--- config.mk ---
export PLATFORM = sky130hd
export DESIGN_NAME = seg_scan_driver
export DESIGN_NICKNAME = d
export VERILOG_FILES = /design/src/rtl/seg_pkg.sv /design/src/rtl/seg_bank_reg.sv /design/src/rtl/seg_scan_driver.sv
export SDC_FILE = /design/constraint.sdc
export NUM_CORES = 1
export LEC_CHECK = 0
export CORE_AREA = 2 2 78 80
export CTS_BUF_LIST = sky130_fd_sc_hd__clkbuf_16
export DETAILED_ROUTE_END_ITERATION = 7
export DIE_AREA = 0 0 80 82
export DONT_BUFFER_PORTS = 1
export PLACE_DENSITY = 0.75
export SYNTH_ARGS = -nofsm -noshare
export SYNTH_HDL_FRONTEND = slang
export SYNTH_SLANG_ARGS = --single-unit
--- constraint.sdc ---
create_clock -name clk -period 2.4 [get_ports clk]
set_input_delay 0.48 -clock clk [delete_from_list [all_inputs] [get_ports clk]]
set_output_delay 0.48 -clock clk [all_outputs]
set_load 0.02 [all_outputs]
--- src/rtl/seg_pkg.sv ---
// Shared types and constants for the multiplexed 7-segment scan driver.
// Holds the scan phase enum, the default digit count and the dark-anode pattern.
package seg_pkg;

  typedef enum logic {
    PH_DEAD,
    PH_ON
  } phase_t;

  localparam int DIGITS_DEF = 4;
  localparam int DIGITS_MAX = 8;

  // Anodes are active-low, so all ones is a dark display.
  localparam logic [DIGITS_MAX-1:0] AN_OFF = '1;

endpackage

--- src/rtl/seg_bank_reg.sv ---
// Pending/active double buffer for the display contents with a valid/ready update port.
// Ports: clk, rst_n, flush, frame_end, upd_valid/upd_ready, hex/point/blank in, act_* out.
module seg_bank_reg
  import seg_pkg::*;
#(
  parameter int DIGITS = DIGITS_DEF
) (
  input  logic                clk,
  input  logic                rst_n,
  input  logic                flush,
  input  logic                frame_end,
  input  logic                upd_valid,
  output logic                upd_ready,
  input  logic [4*DIGITS-1:0] hex_in,
  input  logic [DIGITS-1:0]   point_in,
  input  logic [DIGITS-1:0]   blank_in,
  output logic [4*DIGITS-1:0] act_hex,
  output logic [DIGITS-1:0]   act_point,
  output logic [DIGITS-1:0]   act_blank
);

  logic                pend_full;
  logic [4*DIGITS-1:0] pend_hex;
  logic [DIGITS-1:0]   pend_point;
  logic [DIGITS-1:0]   pend_blank;

  assign upd_ready = ~pend_full;

  // Capture and promotion are mutually exclusive: capture needs an
  // empty pending slot, promotion needs a full one.
  always_ff @(posedge clk) begin
    if (!rst_n) begin
      pend_full  <= 1'b0;
      pend_hex   <= '0;
      pend_point <= '0;
      pend_blank <= '0;
      act_hex    <= '0;
      act_point  <= '0;
      act_blank  <= '1;
    end else if (upd_valid && upd_ready) begin
      pend_full  <= 1'b1;
      pend_hex   <= hex_in;
      pend_point <= point_in;
      pend_blank <= blank_in;
    end else if (pend_full && (flush || frame_end)) begin
      pend_full <= 1'b0;
      act_hex   <= pend_hex;
      act_point <= pend_point;
      act_blank <= pend_blank;
    end
  end

endmodule

--- src/rtl/seg_scan_driver.sv ---
// Time-multiplexed digit scanner feeding a hex 7-segment decoder with dead time.
// Ports: clk, rst_n, en, upd_*, hex/point/blank in; code, point, le, an, frame_done out.
module seg_scan_driver
  import seg_pkg::*;
#(
  parameter int DIGITS   = DIGITS_DEF,
  parameter int SCAN_CYC = 100000,
  parameter int DEAD_CYC = 2000
) (
  input  logic                clk,
  input  logic                rst_n,
  input  logic                en,
  input  logic                upd_valid,
  output logic                upd_ready,
  input  logic [4*DIGITS-1:0] hex_in,
  input  logic [DIGITS-1:0]   point_in,
  input  logic [DIGITS-1:0]   blank_in,
  output logic [3:0]          code,
  output logic                point,
  output logic                le,
  output logic [DIGITS-1:0]   an,
  output logic                frame_done
);

  localparam int CW = $clog2(SCAN_CYC);
  localparam int IW = $clog2(DIGITS);

  localparam logic [CW-1:0] CNT_LAST  = CW'(SCAN_CYC - 1);
  localparam logic [CW-1:0] DEAD_LAST = CW'(DEAD_CYC - 1);
  localparam logic [IW-1:0] IDX_LAST  = IW'(DIGITS - 1);

  logic [CW-1:0] cnt, cnt_nxt;
  logic [IW-1:0] idx, idx_nxt;
  phase_t        phase, ph_nxt;
  logic          frame_end;

  logic [4*DIGITS-1:0] act_hex;
  logic [DIGITS-1:0]   act_point;
  logic [DIGITS-1:0]   act_blank;

  assign frame_end = en && (cnt == CNT_LAST) && (idx == IDX_LAST);

  seg_bank_reg #(
    .DIGITS (DIGITS)
  ) u_bank (
    .clk       (clk),
    .rst_n     (rst_n),
    .flush     (~en),
    .frame_end (frame_end),
    .upd_valid (upd_valid),
    .upd_ready (upd_ready),
    .hex_in    (hex_in),
    .point_in  (point_in),
    .blank_in  (blank_in),
    .act_hex   (act_hex),
    .act_point (act_point),
    .act_blank (act_blank)
  );

  always_ff @(posedge clk) begin
    if (!rst_n) begin
      cnt   <= '0;
      idx   <= '0;
      phase <= PH_DEAD;
    end else begin
      cnt   <= cnt_nxt;
      idx   <= idx_nxt;
      phase <= ph_nxt;
    end
  end

  always_comb begin
    cnt_nxt = cnt;
    idx_nxt = idx;
    ph_nxt  = phase;
    if (!en) begin
      cnt_nxt = '0;
      idx_nxt = '0;
      ph_nxt  = PH_DEAD;
    end else if (cnt == CNT_LAST) begin
      cnt_nxt = '0;
      ph_nxt  = PH_DEAD;
      idx_nxt = (idx == IDX_LAST) ? '0 : idx + 1'b1;
    end else begin
      cnt_nxt = cnt + 1'b1;
      unique case (phase)
        PH_DEAD: if (cnt == DEAD_LAST) ph_nxt = PH_ON;
        PH_ON:   ph_nxt = PH_ON;
      endcase
    end
  end

  // Pins are registered from the current slot state, one cycle behind it.
  // code is left alone in DEAD so the decoder inputs do not toggle while dark.
  always_ff @(posedge clk) begin
    if (!rst_n || !en) begin
      an         <= AN_OFF[DIGITS-1:0];
      code       <= '0;
      point      <= 1'b0;
      le         <= 1'b1;
      frame_done <= 1'b0;
    end else begin
      frame_done <= frame_end;
      if (phase == PH_ON) begin
        an    <= ~(DIGITS'(1) << idx);
        code  <= act_hex[{idx, 2'b00} +: 4];
        point <= act_point[idx];
        le    <= act_blank[idx];
      end else begin
        an    <= AN_OFF[DIGITS-1:0];
        point <= 1'b0;
        le    <= 1'b1;
      end
    end
  end

endmodule

==> flow_summary_export.csv <==
group,metric,value,unit
run_status,outcome,"finished, final reports clean",
sta,fin_skew,0.00609,ns
floorplan,start_util,0.593,
finish,n_fill_cell,500,
detailed_routing,wl,6140,um
detailed_routing,via_per_inst,5.35,
place,numPortBuffers,0,
global_routing,gr-usage-met3,0.0505,
global_routing,grtUsageTotal,0.203,
worst_setup_path,cp.arrival,2.15,ns
sta,worst_pin_slew,0.794,ns
synthesis,yosysWarningCount,0,
place,pre_cts_slack,0.462,ns
detailed_routing,drtAntennaViolNets,0,
place,gp_congestion,0.862,
global_routing,grt_pass1_vias,2212,
finish,fin_cells,436,
detailed_routing,drt_iter0_markers,106,
clock_tree,cts_setup_buffers,0,
floorplan,die_y,82,um
sta,hold_viol_final,0,
flow_run,drv_cap,0,
synthesis,synth.most_common_cell,"nand2_1",
sta,fin_crit_sh,0.814,
sta,slew_headroom,0.470,
clock_tree,clock_latency,0.33,ns
synthesis,synth-seq-area-share,0.470,
pwr,p_leak,1.41,nW
detailed_routing,dr.pass1.iters,4,
floorplan,die_width,80,um
worst_hold_path,min_path_type,"input pin to register",
clock_tree,tritoncts,"done",
synthesis,avgSynthCellArea,9.39,um^2
global_routing,grt_use_met2,0.318,
synthesis,ys_ff_latch,80,
worst_setup_path,cp-end-kind,"register",
detailed_routing,wire_per_inst,14.1,um
floorplan,placementRows,28,
synthesis,synth_top_area_frac,0.470,
sta,rsz0062_at_grt,"false",
synthesis,synth_ff_type,"dfxtp_1",
sta,timing.fmax,512,MHz
worst_setup_path,startpoint_type,"register",
global_routing,top_usage_layer,"met2",
clock_tree,path_clk_slew,0.06,ns
synthesis,yosysTopAreaCell,"dfxtp_1",
synthesis,synth-edff-count,0,
detailed_routing,drc,0,
synthesis,synth_top_cells_by_area,"dfxtp_1 (47%), nand2_1 (11%), mux2i_1 (8.2%), a21boi_0 (5.3%), mux4_2 (4.0%)",
clock_tree,numClockSinks,80,
place,hpwlAfterDp,4110,um
clock_tree,cts_resized,0,
finish,utilization,0.633,
synthesis,yosys.cell_types.count,43,
sta,report.final.slew_viol_count,0,
detailed_routing,num_vias,2334,
pwr,powerDensity,746,mW/mm^2
synthesis,synth_common_cells,"nand2_1 (99), dfxtp_1 (80), mux2i_1 (28)",
clock_tree,clock_path_buffers,2,
synthesis,syn_area,0.00341,mm^2
worst_setup_path,crit_required,2.60,ns
finish,final_nets,389,
sta,finalSetupViolCount,0,
clock_tree,ctsHtreeMaxLevel,3,
sta,setup_slack,0.446,ns
finish,syn_to_final_growth,6.76,%
synthesis,syn-num-nets,396,
finish,drive_gt1_frac,0.0914,
synthesis,async_flop_share,0,
floorplan,placeableCoreArea,0.00575,mm^2
global_routing,gr-usage-met1,0.269,
worst_setup_path,crit_fanout,24,
global_routing,grt_max_degree,77,
finish,antenna_cells,0,
pwr,total_power,2.71,mW
clock_tree,post_cts_hold_buffer_count,0,
sta,post-route-min-period,1.95,ns
synthesis,synth_cells,363,
clock_tree,cts_buffers,9,
floorplan,top_level_ports,40,
sta,tns,0,ns
global_routing,overflow,0,
global_routing,grt_antenna_before_repair,0,
pwr,ir_drop,0.476,mV
worst_setup_path,worstSetupPathType,"register to register",
place,dp.cells,420,
clock_tree,cts_root_buf,"clkbuf_16",
floorplan,die_area,0.00656,mm^2
global_routing,grt_pass1_wl,10300,um
==> state kept, by name (all words and copies together) (netlist names), 4 cells and up <==
register and count:
u_bank.act_hex 16, u_bank.act_point 4, u_bank.pend_blank 4, an 4, u_bank.pend_hex 16, code 4
u_bank.act_blank 4, u_bank.pend_point 4, cnt 17
==> placed cells by master, fill, tap and decap left out, types with 2 or more instances in the layout <==
cell type | Yosys | layout
and2_1 | 4 | 4
and2b_2 | 2 | 2
buf_4 | 2 | 6
mux4_2 | 6 | 6
ha_1 | 5 | 5
clkinv_2 | 0 | 4
or3_1 | 2 | 2
nand3_1 | 9 | 9
and3_1 | 2 | 2
a21oi_1 | 6 | 6
nor4_1 | 3 | 3
nor2_1 | 20 | 20
nand4_1 | 8 | 8
and2b_1 | 4 | 4
nor2b_1 | 3 | 2
nand2_1 | 99 | 99
a21boi_0 | 24 | 24
xor2_1 | 9 | 9
inv_1 | 4 | 5
xnor2_1 | 3 | 3
o21ai_0 | 4 | 4
dfxtp_1 | 80 | 80
mux2i_1 | 28 | 28
clkbuf_16 | 0 | 9
==> worst paths after layout <==
check	start	end	slack [ns]	depth (start not counted)
worst max-delay path	cnt[4]$_SDFF_PP0_	u_bank.act_hex[3]$_SDFFE_PN0P_	0.45	5
worst max register to register	cnt[4]$_SDFF_PP0_	u_bank.act_hex[3]$_SDFFE_PN0P_	0.45	5
worst min-delay path	hex_in[15]	u_bank.pend_hex[15]$_SDFFE_PN0P_	0.29	2
worst min register to register	u_bank.pend_hex[7]$_SDFFE_PN0P_	u_bank.act_hex[7]$_SDFFE_PN0P_	0.45	2
==> cell type report <==
| class | count | area (um^2) | area share |
|---|---|---|---|
| timing repair buffer | 6 | 45.0 | 0.0124 |
| clock buffer | 9 | 225 | 0.0619 |
| multi-input combinational | 255 | 1620 | 0.444 |
| tap | 75 | 93.8 | 0.0258 |
| sequential | 80 | 1600 | 0.440 |
| clock inverter | 7 | 40.0 | 0.0110 |
| inverter | 4 | 15.0 | 0.00413 |
==> report_power, final <==
group / internal, mW / switching, mW / total, mW
Clock: 0.690 / 0.520 / 1.21
Combinational: 0.0509 / 0.0654 / 0.116
Sequential: 1.37 / 0.0198 / 1.39
Total: 2.11 / 0.605 / 2.71
==> routing by layer <==
| layer | vias to the layer above | part of all wire |
|---|---|---|
| met4 | 0 | 0.013 |
| met2 | 43 | 0.47 |
| li1 | 1213 | - |
| met5 | - | 0 |
| met1 | 1068 | 0.48 |
| met3 | 10 | 0.043 |
==> critical path, cell delays in order (launching register included) <==
cell and delay (ns):
dfxtp_1 0.42, nand4_1 0.15, or4b_4 0.52, o32a_1 0.30, buf_4 0.26, mux2i_1 0.17
==> per-stage QoR <==
| stage | hold WS, ns | cell area [um^2] |
|---|---|---|
| 5_1_grt | 0.295 | 3640 |
| 2_1_floorplan | 0.425 | 3410 |
| 4_1_cts | 0.287 | 3640 |
| 3_5_place_dp | 0.444 | 3370 |
| 6_report | 0.289 | 3640 |
| 3_3_place_gp | 0.437 | 3370 |
==> cell families after synthesis <==
logic type	after synthesis	share of synthesized area
XOR/XNOR	12	0.0309
flip-flops	80	0.470
buffers and inverters	28	0.0562
AND/OR/NAND/NOR	166	0.225
adder cells (fa/ha/maj)	5	0.0184
multiplexers	34	0.122
AO/OA/AOI/OAI	38	0.0775
Power figures use the tool's default switching activity.
